--- src/rtl/net_endpoint_pkg.sv ---
// ============================================================================
// Module      : net_endpoint_pkg
// Description : Shared types and helpers for the network endpoint adapter.
//               A net message is {dest, src, opaque, payload} with dest in
//               the MSBs. Field offsets and widths are functions of
//               (p, o, s) = (payload, opaque, src/dest widths).
//               Pack/unpack work on a fixed wide container (msg_wide_t);
//               callers cast to and from their real message width.
//               Widths must satisfy p+o+2s <= c_MSG_MAX_NBITS and
//               o <= c_TAG_MAX_NBITS.
// Revision    : 1.0 - initial release
// ============================================================================
`default_nettype none

package net_endpoint_pkg;

  localparam int c_MSG_MAX_NBITS = 128;
  localparam int c_TAG_MAX_NBITS = 8;

  typedef logic [c_MSG_MAX_NBITS-1:0] msg_wide_t;
  typedef logic [c_TAG_MAX_NBITS-1:0] tag_wide_t;

  function automatic int payload_lsb();
    return 0;
  endfunction

  function automatic int opaque_lsb(input int p);
    return p;
  endfunction

  function automatic int src_lsb(input int p, input int o);
    return p + o;
  endfunction

  function automatic int dest_lsb(input int p, input int o, input int s);
    return p + o + s;
  endfunction

  function automatic int msg_nbits(input int p, input int o, input int s);
    return p + o + 2 * s;
  endfunction

  function automatic msg_wide_t field_mask(input int w);
    return (msg_wide_t'(1) << w) - msg_wide_t'(1);
  endfunction

  function automatic msg_wide_t msg_pack(
    input int        p,
    input int        o,
    input int        s,
    input msg_wide_t dest,
    input msg_wide_t src,
    input msg_wide_t opq,
    input msg_wide_t payload
  );
    return ((dest    & field_mask(s)) << dest_lsb(p, o, s))
         | ((src     & field_mask(s)) << src_lsb(p, o))
         | ((opq     & field_mask(o)) << opaque_lsb(p))
         | ((payload & field_mask(p)) << payload_lsb());
  endfunction

  function automatic msg_wide_t msg_field(
    input msg_wide_t msg,
    input int        lsb,
    input int        w
  );
    return (msg >> lsb) & field_mask(w);
  endfunction

  function automatic tag_wide_t msg_tag(
    input msg_wide_t msg,
    input int        p,
    input int        o
  );
    return tag_wide_t'(msg_field(msg, opaque_lsb(p), o));
  endfunction

endpackage

`default_nettype wire

--- src/rtl/net_endpoint_tag_alloc.sv ---
// ============================================================================
// Module      : net_endpoint_tag_alloc
// Description : Opaque-tag allocator. Keeps a free vector over all 2**o tags,
//               hands out the lowest free tag in 0..MAX_OUTSTANDING-1 and
//               counts tags in flight. A tag freed in the same cycle as an
//               allocation is not visible to that allocation (the encoder
//               looks at the registered free vector only).
// Ports       : clk, rst (async, active-high)
//               i_alloc          - consume o_alloc_tag this cycle
//               o_alloc_ok       - a tag may be allocated
//               o_alloc_tag      - lowest free tag
//               i_free           - release i_free_tag this cycle
//               i_free_tag       - tag to release / query
//               o_free_tag_busy  - i_free_tag is currently outstanding
//               o_count          - tags in flight
// Revision    : 1.0 - initial release
// ============================================================================
`default_nettype none

module net_endpoint_tag_alloc
  import net_endpoint_pkg::*;
#(
  parameter int TAG_NBITS       = 3,
  parameter int MAX_OUTSTANDING = 4
) (
  input  logic                 clk,
  input  logic                 rst,
  input  logic                 i_alloc,
  output logic                 o_alloc_ok,
  output logic [TAG_NBITS-1:0] o_alloc_tag,
  input  logic                 i_free,
  input  logic [TAG_NBITS-1:0] i_free_tag,
  output logic                 o_free_tag_busy,
  output logic [TAG_NBITS:0]   o_count
);

  localparam int NUM_TAGS = 2 ** TAG_NBITS;

  typedef logic [TAG_NBITS-1:0] tag_t;
  typedef logic [TAG_NBITS:0]   cnt_t;

  localparam cnt_t c_MAX_CNT = cnt_t'(MAX_OUTSTANDING);

  logic [NUM_TAGS-1:0] r_free;
  cnt_t                r_count;

  logic                w_found;
  tag_t                w_low;
  logic [NUM_TAGS-1:0] w_free_nxt;
  cnt_t                w_count_nxt;

  // Lowest-index free tag; tags at or above MAX_OUTSTANDING are never
  // handed out, so they stay free and look non-outstanding on return.
  always_comb begin
    w_found = 1'b0;
    w_low   = '0;
    for (int i = MAX_OUTSTANDING - 1; i >= 0; i--) begin
      if (r_free[i]) begin
        w_found = 1'b1;
        w_low   = tag_t'(i);
      end
    end
  end

  assign o_alloc_ok      = w_found & (r_count < c_MAX_CNT);
  assign o_alloc_tag     = w_low;
  assign o_free_tag_busy = ~r_free[i_free_tag];
  assign o_count         = r_count;

  always_comb begin
    w_free_nxt = r_free;
    if (i_alloc) begin
      w_free_nxt[o_alloc_tag] = 1'b0;
    end
    if (i_free) begin
      w_free_nxt[i_free_tag] = 1'b1;
    end
    w_count_nxt = r_count;
    case ({i_alloc, i_free})
      2'b10:   w_count_nxt = r_count + cnt_t'(1);
      2'b01:   w_count_nxt = r_count - cnt_t'(1);
      default: w_count_nxt = r_count;
    endcase
  end

  always_ff @(posedge clk or posedge rst) begin
    if (rst) begin
      r_free  <= '1;
      r_count <= '0;
    end else begin
      r_free  <= w_free_nxt;
      r_count <= w_count_nxt;
    end
  end

endmodule

`default_nettype wire

--- src/rtl/net_endpoint_adapter.sv ---
// ============================================================================
// Module      : net_endpoint_adapter
// Description : Client-side endpoint of the val/rdy test network. Stamps
//               requests with {dest, src, opaque tag}, injects them through a
//               1-entry output register, and returns {src, payload} of
//               answered messages through a 1-entry response register.
//               Messages carrying a tag that is not in flight are dropped and
//               set the sticky err_tag flag.
//               Optional feature macro: NET_ENDPOINT_SRC_CHECK_EN - keeps a
//               per-tag destination table; a return whose src differs from
//               the recorded destination is dropped (tag stays in flight)
//               and sets err_tag.
// Ports       : clk, reset (async, active-high)
//               req_val/req_rdy/req_dest/req_payload         - client request
//               net_out_val/net_out_rdy/net_out_msg          - to network
//               net_in_val/net_in_rdy/net_in_msg             - from network
//               resp_val/resp_rdy/resp_src/resp_payload      - client response
//               err_tag     - sticky unknown-tag error
//               outstanding - tags in flight
// Revision    : 1.0 - initial release
// ============================================================================
`default_nettype none

module net_endpoint_adapter
  import net_endpoint_pkg::*;
#(
  parameter int p_payload_nbits   = 32,
  parameter int p_opaque_nbits    = 3,
  parameter int p_srcdest_nbits   = 3,
  parameter int p_src_id          = 0,
  parameter int p_max_outstanding = 4
) (
  input  logic                                                     clk,
  input  logic                                                     reset,
  input  logic                                                     req_val,
  output logic                                                     req_rdy,
  input  logic [p_srcdest_nbits-1:0]                               req_dest,
  input  logic [p_payload_nbits-1:0]                               req_payload,
  output logic                                                     net_out_val,
  input  logic                                                     net_out_rdy,
  output logic [p_payload_nbits+p_opaque_nbits+2*p_srcdest_nbits-1:0] net_out_msg,
  input  logic                                                     net_in_val,
  output logic                                                     net_in_rdy,
  input  logic [p_payload_nbits+p_opaque_nbits+2*p_srcdest_nbits-1:0] net_in_msg,
  output logic                                                     resp_val,
  input  logic                                                     resp_rdy,
  output logic [p_srcdest_nbits-1:0]                               resp_src,
  output logic [p_payload_nbits-1:0]                               resp_payload,
  output logic                                                     err_tag,
  output logic [p_opaque_nbits:0]                                  outstanding
);

  localparam int MSG_NBITS = msg_nbits(p_payload_nbits, p_opaque_nbits, p_srcdest_nbits);

  typedef logic [p_opaque_nbits-1:0]  tag_t;
  typedef logic [p_srcdest_nbits-1:0] sd_t;
  typedef logic [p_payload_nbits-1:0] pl_t;
  typedef logic [MSG_NBITS-1:0]       msg_t;

  localparam sd_t c_SRC_ID = sd_t'(p_src_id);

  logic      r_out_val;
  msg_t      r_out_msg;
  logic      r_resp_val;
  sd_t       r_resp_src;
  pl_t       r_resp_payload;
  logic      r_err_tag;

  logic      w_alloc_ok;
  tag_t      w_alloc_tag;
  logic      w_tag_busy;
  logic      w_req_fire;
  logic      w_in_fire;
  logic      w_src_ok;
  logic      w_accept;
  logic      w_reject;
  msg_wide_t w_in_wide;
  msg_wide_t w_out_wide;
  tag_t      w_in_tag;
  sd_t       w_in_src;
  pl_t       w_in_payload;

  // Message unpack / pack
  assign w_in_wide    = msg_wide_t'(net_in_msg);
  assign w_in_tag     = tag_t'(msg_tag(w_in_wide, p_payload_nbits, p_opaque_nbits));
  assign w_in_src     = sd_t'(msg_field(w_in_wide, src_lsb(p_payload_nbits, p_opaque_nbits),
                                        p_srcdest_nbits));
  assign w_in_payload = pl_t'(msg_field(w_in_wide, payload_lsb(), p_payload_nbits));

  assign w_out_wide = msg_pack(p_payload_nbits, p_opaque_nbits, p_srcdest_nbits,
                               msg_wide_t'(req_dest), msg_wide_t'(c_SRC_ID),
                               msg_wide_t'(w_alloc_tag), msg_wide_t'(req_payload));

  // Handshakes: both registers behave as 1-entry pipes, so a full register
  // can still accept when its consumer drains it in the same cycle.
  assign req_rdy    = (~r_out_val | net_out_rdy) & w_alloc_ok;
  assign w_req_fire = req_val & req_rdy;
  assign net_in_rdy = ~r_resp_val | resp_rdy;
  assign w_in_fire  = net_in_val & net_in_rdy;

  // A return is retired only if its tag is in flight (and, when enabled,
  // it came back from the port it was sent to); otherwise it is swallowed.
  assign w_accept = w_in_fire & w_tag_busy & w_src_ok;
  assign w_reject = w_in_fire & ~(w_tag_busy & w_src_ok);

  net_endpoint_tag_alloc #(
    .TAG_NBITS       (p_opaque_nbits),
    .MAX_OUTSTANDING (p_max_outstanding)
  ) u_tag_alloc (
    .clk             (clk),
    .rst             (reset),
    .i_alloc         (w_req_fire),
    .o_alloc_ok      (w_alloc_ok),
    .o_alloc_tag     (w_alloc_tag),
    .i_free          (w_accept),
    .i_free_tag      (w_in_tag),
    .o_free_tag_busy (w_tag_busy),
    .o_count         (outstanding)
  );

`ifdef NET_ENDPOINT_SRC_CHECK_EN
  localparam int NUM_TAGS = 2 ** p_opaque_nbits;

  sd_t r_dest_tbl [NUM_TAGS];

  always_ff @(posedge clk or posedge reset) begin
    if (reset) begin
      for (int i = 0; i < NUM_TAGS; i++) begin
        r_dest_tbl[i] <= '0;
      end
    end else if (w_req_fire) begin
      r_dest_tbl[w_alloc_tag] <= req_dest;
    end
  end

  assign w_src_ok = (r_dest_tbl[w_in_tag] == w_in_src);
`else
  assign w_src_ok = 1'b1;
`endif

  // Output register: holds the message stable while the network stalls.
  always_ff @(posedge clk or posedge reset) begin
    if (reset) begin
      r_out_val <= 1'b0;
      r_out_msg <= '0;
    end else if (w_req_fire) begin
      r_out_val <= 1'b1;
      r_out_msg <= msg_t'(w_out_wide);
    end else if (net_out_rdy) begin
      r_out_val <= 1'b0;
    end
  end

  // Response register
  always_ff @(posedge clk or posedge reset) begin
    if (reset) begin
      r_resp_val     <= 1'b0;
      r_resp_src     <= '0;
      r_resp_payload <= '0;
    end else if (w_accept) begin
      r_resp_val     <= 1'b1;
      r_resp_src     <= w_in_src;
      r_resp_payload <= w_in_payload;
    end else if (resp_rdy) begin
      r_resp_val <= 1'b0;
    end
  end

  // Sticky error flag
  always_ff @(posedge clk or posedge reset) begin
    if (reset) begin
      r_err_tag <= 1'b0;
    end else if (w_reject) begin
      r_err_tag <= 1'b1;
    end
  end

  assign net_out_val  = r_out_val;
  assign net_out_msg  = r_out_msg;
  assign resp_val     = r_resp_val;
  assign resp_src     = r_resp_src;
  assign resp_payload = r_resp_payload;
  assign err_tag      = r_err_tag;

endmodule

`default_nettype wire

--- config.mk ---
export PLATFORM = sky130hd
export DESIGN_NAME = net_endpoint_adapter
export DESIGN_NICKNAME = d
export VERILOG_FILES = /design/src/rtl/net_endpoint_pkg.sv /design/src/rtl/net_endpoint_tag_alloc.sv /design/src/rtl/net_endpoint_adapter.sv
export SDC_FILE = /design/constraint.sdc
export NUM_CORES = 1
export LEC_CHECK = 0
export ABC_AREA = 1
export CORE_ASPECT_RATIO = 0.75
export CORE_MARGIN = 5
export CORE_UTILIZATION = 42
export DETAILED_ROUTE_END_ITERATION = 8
export PLACE_DENSITY = 0.79
export SLEW_MARGIN = 0
export SYNTH_ARGS = -nofsm -noshare
export SYNTH_HDL_FRONTEND = slang
export SYNTH_SLANG_ARGS = --single-unit
--- constraint.sdc ---
create_clock -name clk -period 4 [get_ports clk]
set_input_delay 0.8 -clock clk [delete_from_list [all_inputs] [get_ports clk]]
set_output_delay 0.8 -clock clk [all_outputs]
set_load 0.01 [all_outputs]
# Yosys cells after proc, flatten, opt, wreduce, memory -nomap -nowiden
# Index checks and enable logic that the tools add are counted.
[word_totals]
romBits = 0
ram_bits = 0
reg_bits = 91
inputBits = 82
latch_bits = 0
output_inout_bits = 85
memories = 0
[op_classes]
bitwise = 16
add_sub_neg = 2
reduce_logical = 5
mux = 21
mul = 0
n_eq_ne = 2
n_lt_le_gt_ge = 5
shifts = 0
n_div = 0
[ops]
columns = ["operator", "count"]
rows = [
  ["bitwise OR 41 x 32 -> 41 bit", 1],
  ["bitwise OR 41 x 35 -> 41 bit", 1],
  ["two-way mux 8 bit", 2],
  ["two-way mux 1 bit", 11],
  ["AND 8 bit", 1],
  ["two-way mux 2 bit", 4],
  ["NOT 8 bit", 1],
  ["bitwise OR 8 bit", 1],
  ["one-hot mux 4 bit (2 select lines)", 1],
  ["AND 1 bit", 6],
  ["demux 1 bit (select 3 bit)", 2],
  ["nonzero test 2 bit", 3],
  ["adder 4 x 1 -> 4 bit (second input constant)", 1],
  ["less-than comparator 2 x 4 -> 1 bit (second input constant)", 1],
  ["less-than comparator 3 x 4 -> 1 bit (second input constant)", 1],
  ["less-than comparator 4 x 3 -> 1 bit (second input constant)", 1],
  ["subtractor 4 x 1 -> 4 bit (second input constant)", 1],
  ["binary-select mux 1 bit (select 3 bit)", 1],
  [">= comparator 3 x 1 -> 1 bit (second input constant)", 1],
  ["NOT 1 bit", 3],
  ["equality test 2 x 1 -> 1 bit (second input constant)", 1],
  ["equality test 2 bit (second input constant)", 1],
  [">= comparator 2 x 1 -> 1 bit (second input constant)", 1],
  ["logical AND 1 bit", 2],
  ["bitwise OR 1 bit", 2],
]

# Logic depth before layout (Yosys ltp)
# Gate-level depths: netlist (run 1).
[logic_depth]
ltp_word = 13
depth_mapped = 18
depth_no_buf = 16

# Cells and area by module
# Synthesis (run 1) repeated with hierarchy kept, for this count alone.
[unflattened]
cells_unflattened = 438
hier_area_um2 = 3932.5
[modules_own_cells]
columns = ["module", "area_each_um2", "instances", "cells_each", "seq_area_each_um2"]
rows = [
  ["net_endpoint_adapter", 3205.6, 1, 344, 1901.8],
  ["net_endpoint_tag_alloc", 726.9, 1, 94, 310.3],
]

# Least setup slack after synthesis (run 1)
# No wires, ideal clock.
[synth_path]
path_kind = "input to register"
start = "input net_in_msg[32]"
end = "register u_tag_alloc.r_count[2] (netlist: u_tag_alloc.o_count[2])"
path_buffers = 2
arrival_time_ns = 2.517
slack_ns = 1.355
required_ns = 3.872
path_stages = 17
cell_sequence = "buf_6 -> clkinv_4 -> nand2_1 -> nand3_1 -> nand2_2 -> nor2_8 -> nand2_4 -> buf_6 -> inv_1 -> ha_1 -> nand2_1 -> inv_1 -> nor2_1 -> ha_1 -> a21oi_1 -> xor2_1 -> o21ai_0"
[synth_between]
elab_chain_len = 6
[synth_lines]
columns = ["element", "line_no", "source"]
rows = [
  ["start: declaration", "net_endpoint_adapter.sv:44", "input logic [p_payload_nbits+p_opaque_nbits+2*p_srcdest_nbits-1:0] net_in_msg,"],
  ["binary-select mux 1 bit (select 3 bit) *", "net_endpoint_tag_alloc.sv:67", "assign o_free_tag_busy = ~r_free[i_free_tag];"],
  ["two-way mux 1 bit (implied by the code) *", "net_endpoint_tag_alloc.sv:67", ""],
  ["NOT 1 bit *", "net_endpoint_tag_alloc.sv:67", ""],
  ["AND 1 bit *", "net_endpoint_adapter.sv:103", "assign w_accept = w_in_fire & w_tag_busy & w_src_ok;"],
  ["via u_tag_alloc.i_free", "net_endpoint_tag_alloc.sv:31", "input logic i_free,"],
  ["equality test 2 x 1 -> 1 bit / equality test 2 bit (equally long branches)", "net_endpoint_tag_alloc.sv:79", "case ({i_alloc, i_free})"],
  ["one-hot mux 4 bit (2 select lines) / nonzero test 2 bit (equally long branches)", "--", ""],
  ["end signal: assignment", "net_endpoint_tag_alloc.sv:92", "r_count <= w_count_nxt;"],
  ["end: declaration", "net_endpoint_tag_alloc.sv:45", "cnt_t r_count;"],
]
# Mark *: on every way through the listed nets, which the timed path passes. The rest lies on a longest branch. The select of a mux whose other input is x is not followed.
# A chain may end at the register's enable or synchronous reset.

# Worst setup path in the final report (run 1)
[layout_path]
start = "input net_out_rdy"
end = "output req_rdy"
[layout_between]
elab_chain_len = 2
[layout_lines]
columns = ["element", "line_no", "source"]
rows = [
  ["start: declaration", "net_endpoint_adapter.sv:40", "input logic net_out_rdy,"],
  ["bitwise OR 1 bit", "net_endpoint_adapter.sv:96", "assign req_rdy = (~r_out_val | net_out_rdy) & w_alloc_ok;"],
  ["AND 1 bit", "net_endpoint_adapter.sv:96", ""],
  ["end: declaration", "net_endpoint_adapter.sv:36", "output logic req_rdy,"],
]
# Every way passes these cells.

==> qor.yml, run 1 <==
maxCapViolations: 0
dr.pass1.iters: 5
numCtsBuffers: 9
start_util_pct: 43.6
p_leak_nw: 2.78
critPathArrivalTime_ns: 2.20
overflow: 0
p_total_mw: 3.84
hold_viol_final: 0
fin_crit_ns: 3.00
final_antenna_net_count: 0
core_um2: 8530
synth_area_leader_cell: "dfrtp_1"
syn-cell-area_um2: 3720
gp_congestion: 0.763
cts_setup_buffers: 0
synth_top_area_share_pct: 53.2
r2r_start: "u_tag_alloc.r_free[2]"
grt_antenna_before_repair: 0
hold_path_class: "register to register"
fp-row-count: 29
via_per_inst: 4.67
power_density_nw_per_um2: 679
worst_pin_slew_ns: 0.577
wl_per_cell_um: 13.9
fmax_mhz: 333
synth_warnings: 0
cp-end-kind: "primary output"
maxSlewHeadroom_pct: 61.4
r2r_slack_ns: 1.80
critPathSlowestCell: "clkdlybuf4s50_1"
fin_nets: 669
finClkSkew_ns: 0.00581
drt_iter0_markers: 124
drcViolationCount: 0
finalCritPeriodShare_pct: 75.1
io_pins: 167
cts_tree: "yes"
whs_path_depth: 2
switchingPower_mw: 1.29
cts.repair.resized: 0
cts-root-buf: "clkbuf_16"
internal-power_mw: 2.55
drv_slew: 0
final_area_um2: 5660
hpwl_mm: 7.09
postSynthAreaPerCell_um2: 8.70
status: "finished clean"
grt_max_degree: 45
r2r_end: "u_tag_alloc.o_count[2]"
final_common_cell: "nand2_1"
synth_cell_types: 27
dp.cells: 681
clkPwrFrac_pct: 22.2
grtUsageTotal_pct: 18.0
die_area_um2: 10800
dp_slack_ns: 0.701
seqPwrFrac_pct: 36.7
most-common-layout-cells: "nand2_1 (213), clkdlybuf4s50_1 (159), dfrtp_1 (79), nand3_1 (41), inv_1 (18)"
cpPeakStageDelay_ns: 0.55
die_w_um: 119
area_growth_pct: 52.3
synth_cells: 427
routed_wl_mm: 9.69
swShare_pct: 33.5
vias: 3255
place_area_um2: 5350
final_cells: 697
critPathRequiredTime_ns: 3.20
critPathLaunchType: "primary input"
cts_num_sinks: 87
ys_seq_area_share_pct: 58.9
path_clk_slew_ns: 0.06
layout-drive-gt1-share_pct: 7.30
startpoint: "net_out_rdy"
fin_ws_ns: 0.997
path_cells: "clkdlybuf4s50_1, nor2_1, nor2_1, and2_1, clkdlybuf4s50_1"
p_comb_share_pct: 41.1
insertion_delay_ns: 0.32
holdBufCountCts: 0
worstHoldStart: "resp_payload[22]"
holdPathEnd: "resp_payload[22]"
synth_area_leaders: "dfrtp_1 (53%), nand2_1 (22%), dfstp_2 (5.7%)"
grt_setup_unrepaired: "false"
die_y_um: 91.5
io_buffers: 159
grt_pass1_wl_mm: 16.2
r2r_cells: 15
path_max_fanout: 3
cts_buffer_depth: 2
synth_seq_cells: 87
tns_ns: 0
crit_type: "primary input to primary output"
grt_pass1_vias: 3246
peakVddDrop_mv: 0.394
h-tree-depth: 3
setup_viol: 0
diodes: 0
[layer usage]
layer | track usage, % | wire length [um] | vias up
met2 | 28.0 | 4530 | 103
met5 | 0 | 0 | -
met3 | 8.76 | 1000 | 2
li1 | - | - | 1626
met1 | 23.0 | 4140 | 1524
met4 | 3.97 | 24 | 0
[area by class of cell]
cell class | instances | area, um2
Clock buffer | 12 | 256
Clock inverter | 4 | 53.8
Fill cell | 718 | 2870
Inverter | 23 | 92.6
Multi-Input combinational cell | 298 | 1300
Sequential cell | 87 | 2190
Tap cell | 108 | 135
Timing Repair Buffer | 165 | 1640
[through the flow]
stage               hold slack, ns  util [%]
finish                       0.471      66.4
global route                 0.493      66.4
CTS                          0.474      66.4
detailed placement           0.459      62.7
global placement             0.453      62.7
floorplan                    0.456         -
[worst max-delay path by stage]
stage | end | depth (start not counted)
final | req_rdy | 5
after global placement | u_tag_alloc.o_count[2] | 16
after floorplan | err_tag | 1
after detailed placement | u_tag_alloc.o_count[2] | 16
after global routing | u_tag_alloc.o_count[2] | 16
after CTS | req_rdy | 5
[power groups by stage]
stage	Clock, mW	Sequential [mW]	Combinational, mW
after floorplan	0	1.56	0.599
after global placement	0	1.41	1.56
after detailed placement	0	1.42	1.60
after CTS	0.885	1.41	1.61
after global routing	0.920	1.46	1.75
final	0.852	1.41	1.58
[kinds of logic (layout without fill, tap and decap cells)]
group / count (synthesis) / count (layout) / share of synthesized area [%]
buffers and inverters: 45 / 204 / 6.57
adder cells (fa/ha/maj): 3 / 3 / 1.01
other: 1 / 4 / 0.101
flip-flops: 87 / 87 / 58.9
AND/OR/NAND/NOR: 273 / 273 / 30.3
AO/OA/AOI/OAI: 16 / 16 / 2.66
XOR/XNOR: 2 / 2 / 0.471
[cells in the mapped netlist]
cell type	number
inv_1	19
dfstp_2	8
xnor2_1	1
a21oi_1	2
nand4_1	3
o21bai_1	2
inv_2	3
nand2_2	2
clkinv_4	1
o21ai_0	8
buf_4	7
o21ai_2	3
nor2_1	9
ha_1	3
nand2_4	1
nand2_1	213
nand3_1	41
buf_6	5
dfrtp_1	79
conb_1	1
xor2_1	1
nand3_2	2
nor2_8	1
and2_1	1
o31ai_1	1
buf_2	5
clkbuf_1	5
[registers in the layout, summed over array words and instances, names as in the netlist]
register,count
resp_payload,32
u_tag_alloc.o_count,4
resp_src,3
u_tag_alloc.r_free,8
resp_val,1
net_out_msg,37
err_tag,1
net_out_val,1
[critical path: cells and delay by family]
family / cells / cell delay (ns)
buffers and inverters: 2 / 1.03
and+or+nand+nor: 3 / 0.37
Note: power is estimated with default switching activity, not from simulation.
==> run 2: changes to the inputs <==
--- a/config.mk
+++ b/config.mk
@@ -8,9 +8,9 @@
 export ABC_AREA = 1
 export CORE_ASPECT_RATIO = 0.75
 export CORE_MARGIN = 5
-export CORE_UTILIZATION = 42
+export CORE_UTILIZATION = 38
 export DETAILED_ROUTE_END_ITERATION = 8
-export PLACE_DENSITY = 0.79
+export PLACE_DENSITY = 0.75
 export SLEW_MARGIN = 0
 export SYNTH_ARGS = -nofsm -noshare
 export SYNTH_HDL_FRONTEND = slang
==> constraint.sdc (replaced) <==
create_clock -name clk -period 2.7 [get_ports clk]
set_input_delay 0.54 -clock clk [delete_from_list [all_inputs] [get_ports clk]]
set_output_delay 0.54 -clock clk [all_outputs]
set_load 0.01 [all_outputs]
==> run 2 against run 1 <==
Net effect: hold slack got worse by 0.0011 ns; non-clock buffer count increased by 7; register-to-register slack got worse by 1.2 ns; design area increased by 3.0%; first-iteration DRC count increased by 31%; wire length decreased by 0.22%; sequential power increased by 49%; sequential share of layout area decreased by 1.1 points; cell count increased by 4.4%; critical path depth unchanged.
==> qor.yml, run 2 (synthesized netlist as in run 1, its figures left out) <==
final_common_cell: "nand2_1"
numCtsBuffers: 9  # unchanged
r2r_cells: 14  # -1
status: "finished clean"
swShare_pct: 31.9  # -1.7 points
finalCritPeriodShare_pct: 94.7
h-tree-depth: 3  # unchanged
cts_buffer_depth: 2  # unchanged
fin_crit_ns: 2.56
critPathRequiredTime_ns: 2.16  # -1.04 ns
holdBufCountCts: 0  # unchanged
critPathArrivalTime_ns: 2.02  # -0.18 ns
hold_viol_final: 0  # unchanged
via_per_inst: 4.51  # -3.4%
die_y_um: 95.6  # +4.6%
routed_wl_mm: 9.67  # -0.22%
cts_setup_buffers: 0  # unchanged
vias: 3283  # +0.86%
peakVddDrop_mv: 0.475  # +21%
setup_viol: 0  # unchanged
hpwl_mm: 6.98  # -1.5%
cts_tree: "yes"
switchingPower_mw: 1.91  # +48%
r2r_slack_ns: 0.56  # -1.24 ns
cts-root-buf: "clkbuf_16"
die_area_um2: 11900  # +9.5%
insertion_delay_ns: 0.33  # about the same
setup.worst_path.end: "req_rdy"
start_util_pct: 38.6  # -4.9 points
finClkSkew_ns: 0.00549  # -0.000319 ns
fin_nets: 676  # +1.0%
drv_slew: 0  # unchanged
final_antenna_net_count: 0  # unchanged
startpoint: "net_out_rdy"
io_pins: 167  # unchanged
io_buffers: 159  # unchanged
diodes: 0  # unchanged
crit_type: "primary input to primary output"
grt_antenna_before_repair: 0  # unchanged
layout-drive-gt1-share_pct: 8.56  # +1.3 points
grt_pass1_wl_mm: 15.8  # -2.4%
cts.repair.resized: 0  # unchanged
p_comb_share_pct: 39.5  # -1.6 points
grt_pass1_vias: 3288  # +1.3%
cpPeakStageDelay_ns: 0.54  # about the same
path_clk_slew_ns: 0.06  # about the same
finalCoreUtilization_pct: 60.6  # -5.8 points
clkPwrFrac_pct: 25.5  # +3.3 points
wl_per_cell_um: 13.3  # -4.5%
critPathSlowestCell: "clkdlybuf4s50_1"
fmax_mhz: 391
p_total_mw: 6.00  # +56%
largest_reg_flops: 37  # unchanged
grtUsageTotal_pct: 17.0  # -1.0 points
die_w_um: 124  # +4.7%
worst_pin_slew_ns: 0.548  # -0.0296 ns
internal-power_mw: 4.09  # +60%
drcViolationCount: 0  # unchanged
r2r_start: "u_tag_alloc.r_free[2]"
critPathLaunchType: "primary input"
grt_setup_unrepaired: "false"
drt_iter0_markers: 162  # +31%
fillers: 835  # +16%
seqPwrFrac_pct: 35.0  # -1.7 points
hold_path_class: "register to register"
most-common-layout-cells: "nand2_1 (213), clkdlybuf4s50_1 (159), dfrtp_1 (79), nand3_1 (41), inv_1 (18)"
power_density_nw_per_um2: 1030  # +52%
path_cells: "clkdlybuf4s50_1, nor2_1, nor2_1, and2_1, clkdlybuf4s50_1"
tns_ns: 0  # unchanged
overflow: 0  # unchanged
core_um2: 9620  # +13%
grt_max_degree: 88  # +96%
maxSlewHeadroom_pct: 63.4  # +2.0 points
whs_path_depth: 2  # unchanged
p_leak_nw: 2.85  # +2.6%
maxCapViolations: 0  # unchanged
fp-row-count: 31  # +6.9%
r2r_end: "u_tag_alloc.o_count[2]"
cp-end-kind: "primary output"
cts_num_sinks: 87  # unchanged
gp_congestion: 0.778  # +2.0%
path_max_fanout: 3  # unchanged
area_growth_pct: 56.8
dr.pass1.iters: 4  # -1
-- run 2: cell count changes in the layout (fill, tap and decap cells not counted), sizes merged --
cell / delta
buf: +7
clkbuf: -1
bufinv: +3
clkinv: -2
-- run 2: power groups by stage --
| stage | logic (mW) | clock network [mW] | registers [mW] |
|---|---|---|---|
| global route | 2.64 | 1.63 | 2.17 |
| floorplan | 0.887 | 0 | 2.30 |
| detailed placement | 2.40 | 0 | 2.11 |
| CTS | 2.41 | 1.58 | 2.10 |
| global placement | 2.34 | 0 | 2.09 |
| finish | 2.37 | 1.53 | 2.10 |
-- run 2: worst min-delay path by stage --
stage | end | slack [ns] | from
CTS | resp_payload[30] | 0.47 | resp_payload[30]
finish | resp_src[1] | 0.47 | resp_src[1]
floorplan | u_tag_alloc.r_free[4] | 0.46 | u_tag_alloc.r_free[4]
global route | resp_payload[15] | 0.49 | resp_payload[15]
global placement | resp_payload[19] | 0.45 | resp_payload[19]
detailed placement | resp_payload[30] | 0.46 | resp_payload[30]
-- run 2: metrics by stage --
stage / setup WS (ns) / cell area (um2) / hold slack, ns / cells
5_1_grt: 0.0372 / 5830 / 0.489 / 728
3_5_place_dp: -0.0860 / 5450 / 0.458 / 712
3_3_place_gp: -0.0274 / 5450 / 0.453 / 712
2_1_floorplan: 0.315 / 3730 / 0.456 / 430
6_report: 0.143 / 5830 / 0.470 / 728
4_1_cts: 0.146 / 5830 / 0.473 / 728
-- run 2: final cells by class --
cell class | instances | area, um2 | area share (%)
clock inverters | 5 | 128 | 2.19
well taps | 132 | 165 | 2.84
multi-input cells | 298 | 1300 | 22.3
clock buffers | 11 | 253 | 4.34
inverters | 23 | 95.1 | 1.63
flip-flops and latches | 87 | 2190 | 37.5
repair buffers | 172 | 1700 | 29.2
-- run 2: routing by layer --
metal / vias up / global-route usage (%) / wire length (um)
met1: 1506 / 21.4 / 3960
li1: 1644 / - / -
met2: 117 / 26.3 / 4530
met4: 0 / 5.20 / 148
met3: 16 / 7.65 / 1040
met5: - / 0 / 0
-- run 2: worst max-delay path, delay by kind of cell --
family	cells	cell delay, ns
buf+inv	2	1.02
simple gates	3	0.45
==> run 3: changes to the inputs <==
--- a/config.mk
+++ b/config.mk
@@ -8,9 +8,9 @@
 export ABC_AREA = 1
 export CORE_ASPECT_RATIO = 0.75
 export CORE_MARGIN = 5
-export CORE_UTILIZATION = 38
+export CORE_UTILIZATION = 42
 export DETAILED_ROUTE_END_ITERATION = 8
-export PLACE_DENSITY = 0.75
+export PLACE_DENSITY = 0.79
 export SLEW_MARGIN = 0
 export SYNTH_ARGS = -nofsm -noshare
 export SYNTH_HDL_FRONTEND = slang
==> constraint.sdc (replaced) <==
create_clock -name clk -period 2.5 [get_ports clk]
set_input_delay 0.5 -clock clk [delete_from_list [all_inputs] [get_ports clk]]
set_output_delay 0.5 -clock clk [all_outputs]
set_load 0.01 [all_outputs]
==> run 3 against run 2 <==
Net effect: first-iteration DRC count is 11% lower; critical endpoint unchanged; combinational power up 11%; via count rose by 0.64%; worst setup slack got worse by 0.082 ns; critical path type unchanged; clock skew barely moved; highest routed layer unchanged.
==> qor.yml, run 3 (synthesized netlist as in run 1, its figures left out) <==
status: "finished clean"
layout-drive-gt1-share_pct: 9.52  # +0.96 points
io_pins: 167  # unchanged
whs_path_depth: 2  # unchanged
hpwl_mm: 7.23  # +3.5%
numCtsBuffers: 9  # unchanged
diodes: 0  # unchanged
critPathArrivalTime_ns: 1.94  # -0.08 ns
grt_pass1_wl_mm: 16.5  # +4.4%
wl_per_cell_um: 14.2  # +7.1%
maxCapViolations: 0  # unchanged
most-common-layout-cells: "nand2_1 (213), clkdlybuf4s50_1 (159), dfrtp_1 (79), nand3_1 (41), inv_1 (17)"
drv_slew: 0  # unchanged
critPathRequiredTime_ns: 2.00  # -0.16 ns
path_cells: "clkdlybuf4s50_1, nor2_1, nor2_1, and2_1, clkdlybuf4s50_1"
grt_pass1_vias: 3386  # +3.0%
path_clk_slew_ns: 0.06  # about the same
power_density_nw_per_um2: 1080  # +5.4%
final_common_cell: "nand2_1"
gp_congestion: 0.762  # -2.1%
start_util_pct: 43.6  # +4.9 points
die_w_um: 119  # -4.5%
fp-row-count: 29  # -6.5%
grtUsageTotal_pct: 18.6  # +1.6 points
hold_viol_final: 0  # unchanged
insertion_delay_ns: 0.33  # about the same
io_buffers: 159  # unchanged
fmax_mhz: 410
peakVddDrop_mv: 0.652  # +37%
cpPeakStageDelay_ns: 0.55  # about the same
grt_max_degree: 88  # unchanged
via_per_inst: 4.67  # +3.6%
crit_type: "primary input to primary output"
drcViolationCount: 0  # unchanged
final_area_um2: 5800  # -0.52%
vias: 3304  # +0.64%
cts_num_sinks: 87  # unchanged
place_area_um2: 5460  # +0.32%
setup_viol: 0  # unchanged
finClkSkew_ns: 0.00558  # +0.0000827 ns
path_max_fanout: 3  # unchanged
cts-root-buf: "clkbuf_16"
die_y_um: 91.5  # -4.4%
largest_reg_flops: 37  # unchanged
r2r_end: "u_tag_alloc.o_count[2]"
area_growth_pct: 56.0
hold_path_class: "register to register"
r2r_cells: 14  # unchanged
routed_wl_mm: 10.1  # +4.1%
h-tree-depth: 3  # unchanged
cts_buffer_depth: 2  # unchanged
finalCritPeriodShare_pct: 97.6
cp-end-kind: "primary output"
critPathLaunchType: "primary input"
worstHoldStart: "resp_payload[31]"
r2r_slack_ns: 0.43  # -0.13 ns
grt_antenna_before_repair: 0  # unchanged
p_leak_nw: 2.84  # -0.37%
drt_iter0_markers: 144  # -11%
hold_ws_ns: 0.469  # -0.00126 ns
finalCoreUtilization_pct: 68.0  # +7.4 points
fin_crit_ns: 2.44
core_um2: 8530  # -11%
cts_tree: "yes"
die_area_um2: 10800  # -8.7%
overflow: 0  # unchanged
cts_setup_buffers: 0  # unchanged
fin_nets: 679  # +0.44%
cts.repair.resized: 0  # unchanged
fillers: 696  # -17%
tns_ns: 0  # unchanged
critPathTopFamily: "buffers and inverters"
holdPathEnd: "resp_payload[31]"
dr.pass1.iters: 6  # +2
r2r_start: "u_tag_alloc.r_free[2]"
holdBufCountCts: 0  # unchanged
final_antenna_net_count: 0  # unchanged
critPathSlowestCell: "clkdlybuf4s50_1"
worst-path-buf-inv: 2  # unchanged
==> run 3: cell types whose count changed in the layout (fill, tap and decap cells not counted), sizes merged <==
cell / previous run / this run
clkbuf: 11 / 14
bufinv: 4 / 1
buf: 13 / 16
==> run 3: worst reg2reg max path, delay by kind of cell (launching register included) <==
kind / cells / cell delay [ns]
AOI/OAI and AO/OA: 2 / 0.19
DFF: 1 / 0.55
and+or+nand+nor: 7 / 0.59
buffers and inverters: 2 / 0.11
xor gates and xnor gates: 1 / 0.16
adders and majority gates: 2 / 0.35
==> run 3: worst max path at each step <==
stage,from,end,slack (ns),depth (start not counted)
floorplan,net_in_msg[32],u_tag_alloc.o_count[2],0.16,17
global placement,net_in_msg[32],u_tag_alloc.o_count[2],-0.16,16
detailed placement,net_in_msg[32],u_tag_alloc.o_count[2],-0.32,17
CTS,net_in_msg[32],u_tag_alloc.o_count[2],0.02,17
global route,net_in_msg[32],u_tag_alloc.o_count[2],-0.04,16
finish,net_out_rdy,req_rdy,0.06,5
==> run 3: where the power goes <==
part | total, mW | leakage [nW] | switching (mW) | internal (mW)
Clock | 1.38 | 0.149 | 0.521 | 0.857
Sequential | 2.27 | 1.06 | 0.316 | 1.95
Combinational | 2.64 | 1.63 | 1.27 | 1.37
Total | 6.29 | 2.84 | 2.10 | 4.18
==> run 3: routing by layer <==
layer | wire (um) | global-route usage (%)
met3 | 996 | 9.07
met1 | 4130 | 21.7
met2 | 4770 | 30.4
met4 | 168 | 5.29
met5 | 0 | 0
==> run 3: final cells by class <==
cell class,instances,area (um2),share of cell area (%)
Clock buffer,14,274,4.73
Clock inverter,2,37.5,0.648
Inverter,23,95.1,1.64
Multi-Input combinational cell,298,1320,22.7
Sequential cell,87,2190,37.7
Tap cell,108,135,2.33
Timing Repair Buffer,175,1750,30.2
==> run 3: per-stage QoR <==
stage | setup slack, ns | instances | total power, mW
3_3_place_gp | -0.165 | 691 | 4.82
5_1_grt | -0.0418 | 707 | 6.72
4_1_cts | 0.0201 | 707 | 6.35
6_report | 0.0612 | 707 | 6.29
3_5_place_dp | -0.316 | 691 | 4.93
2_1_floorplan | 0.155 | 430 | 3.45
==> variant (flow settings as in run 1) <==
Add a define of `NET_ENDPOINT_SRC_CHECK_EN`.
--- a/src/rtl/net_endpoint_adapter.sv
+++ b/src/rtl/net_endpoint_adapter.sv
@@ -22,2 +22,4 @@
 `default_nettype none
+
+`define NET_ENDPOINT_SRC_CHECK_EN
 
Formal check against the unedited RTL: not equivalent (Yosys sat finds a counterexample within 4 cycles, from zero or initial values and one cycle with reset high).
==> variant against run 1 <==
- global-route usage is 0.43 points higher
- sequential cell count is 12 higher
- wire length is 20% higher
- synthesized area is 20% higher
- combinational power is 20% higher
- setup slack worse by 250 ps
- cell area is 13% higher
- largest power group unchanged
- final cell count is 18% higher
- power is 15% higher
- via count is 22% higher
- die area is 18% higher
- critical path type is now input port to flop
==> variant: results (changes against run 1) <==
INFO  metric yosysWarnings = 0 (unchanged)
INFO  metric post_cts_resize_count = 0 (unchanged)
INFO  metric grt_start_max_net_pins = 100 (+120%)
INFO  metric synth_compound_gate_area_share = 2.585% (-0.075 points)
INFO  metric finalClockSkew = 6.716 ps (+0.9025 ps)
INFO  metric num-nets-final = 765 (+14%)
INFO  metric run_status = finished clean
INFO  metric detailedPlacementHpwl = 8.261 mm (+17%)
INFO  metric cp.arrival = 3490 ps (+1290 ps)
INFO  metric synth-adder-area-share = 0.8429% (-0.17 points)
INFO  metric count_of_cells_along_the_worst_register_to_register_path = 7 (-8)
INFO  metric postPlaceCellArea = 6111 um^2 (+14%)
INFO  metric vdd.ir_drop.worst = 0.3784 mV (-4.0%)
INFO  metric worst_hold_startpoint = u_tag_alloc.r_free[6]
INFO  metric worstReg2RegStart = u_tag_alloc.r_free[3]
INFO  metric post-place-ws = 409.2 ps (-291.8 ps)
INFO  metric drt-pass1-iter-count = 4 (-1)
INFO  metric clock_tree.buffer_depth = 2 (unchanged)
INFO  metric clock_transition_at_the_registers_of_the_reported_paths = 60 ps (about the same)
INFO  metric grt_first_pass_wirelength = 19.22 mm (+19%)
INFO  metric finalWirelength = 11.68 mm (+20%)
INFO  metric whs_endpoint = u_tag_alloc.r_free[6]
INFO  metric drive_above_1_share = 5.702% (-1.6 points)
INFO  metric reg2reg_to = r_dest_tbl[13]
INFO  metric regToRegSetupSlack = 1590 ps (-210 ps)
INFO  metric first_global_vias = 3918 (+21%)
INFO  metric cts_inserted_buffers = 9 (unchanged)
INFO  metric holdWs = 457.1 ps (-13.83 ps)
INFO  metric average_via_count_per_standard_cell = 4.855 (+4.0%)
INFO  metric power_switching_share = 34.40% (+0.86 points)
INFO  metric leakage_power_figure = 3.135 nW (+13%)
INFO  metric drtIter0Drc = 225 (+81%)
INFO  metric timing_worst_slew_pin_value = 896.9 ps (+319.4 ps)
INFO  metric synth_seq_area_share = 55.86% (-3.0 points)
INFO  metric synth.cells.most_frequent = sky130_fd_sc_hd__nand2_1 (234), sky130_fd_sc_hd__dfrtp_1 (91), sky130_fd_sc_hd__nand4_1 (48), sky130_fd_sc_hd__inv_1 (39), sky130_fd_sc_hd__o21ai_0 (21)
INFO  metric gp_congestion = 0.8304 (+8.9%)
INFO  metric groute.usage.overall = 18.47% (+0.43 points)
variant: cell count changes after synthesis, moves of 3 or more:
cell | before | now
sky130_fd_sc_hd__inv_1 | 19 | 39
sky130_fd_sc_hd__nand3_1 | 41 | 17
sky130_fd_sc_hd__nand2_1 | 213 | 234
sky130_fd_sc_hd__nand4_1 | 3 | 48
sky130_fd_sc_hd__buf_2 | 5 | 17
sky130_fd_sc_hd__o21ai_2 | 3 | 0
sky130_fd_sc_hd__nor2_1 | 9 | 15
sky130_fd_sc_hd__nor3_1 | 0 | 4
sky130_fd_sc_hd__o21ai_0 | 8 | 21
sky130_fd_sc_hd__dfrtp_1 | 79 | 91
variant: layer usage:
layer,track usage (%),vias to the layer above,routed length (um)
li1,-,1965,-
met1,24.55,1839,4865
met2,26.95,167,4986
met3,9.340,10,1693
met4,4.600,0,132
met5,0,-,0
variant: worst max-delay path by stage:
| stage | start | end | slack (ps) |
|---|---|---|---|
| floorplan | reset | err_tag | 620 |
| global placement | net_in_msg[32] | u_tag_alloc.o_count[2] | 520 |
| detailed placement | net_in_msg[32] | u_tag_alloc.o_count[2] | 410 |
| CTS | net_in_msg[32] | u_tag_alloc.o_count[2] | 750 |
| global route | net_in_msg[32] | u_tag_alloc.o_count[2] | 440 |
| finish | net_in_msg[32] | u_tag_alloc.o_count[2] | 750 |
variant: per-stage QoR:
| step | utilization, % | cells |
|---|---|---|
| 6_report | 62.00 | 820 |
| 4_1_cts | 62.00 | 820 |
| 3_3_place_gp | 59.16 | 805 |
| 5_1_grt | 62.00 | 820 |
| 2_1_floorplan | - | 533 |
| 3_5_place_dp | 59.16 | 805 |
variant: tightest hold or removal path: stages (launching register included):
cell	delay, ps
sky130_fd_sc_hd__dfstp_2	370
sky130_fd_sc_hd__inv_1	40
sky130_fd_sc_hd__nand2_1	50
variant: final cells by class:
class                      count  area, um^2
inverter                      43       163.9
fill                         852        3925
timing repair buffer         166        1657
sequential                    99        2487
multi-input combinational    361        1633
clock inverter                 4       51.30
tap                          136       170.2
clock buffer                  11       242.7
variant: power groups by stage:
| stage | logic (mW) | registers [mW] | clock network, mW |
|---|---|---|---|
| 6_report | 1.89 | 1.68 | 0.846 |
| 5_1_grt | 2.10 | 1.74 | 0.929 |
| 4_1_cts | 1.93 | 1.68 | 0.878 |
| 3_5_place_dp | 1.92 | 1.69 | 0 |
| 3_3_place_gp | 1.87 | 1.67 | 0 |
| 2_1_floorplan | 0.715 | 1.84 | 0 |
variant: cells by family after synthesis:
family          count (synthesis)
flops                          99
fa+ha+maj                       3
buf+inv                        73
compound gates                 23
other cells                     1
xor+xnor                        5
simple gates                  326
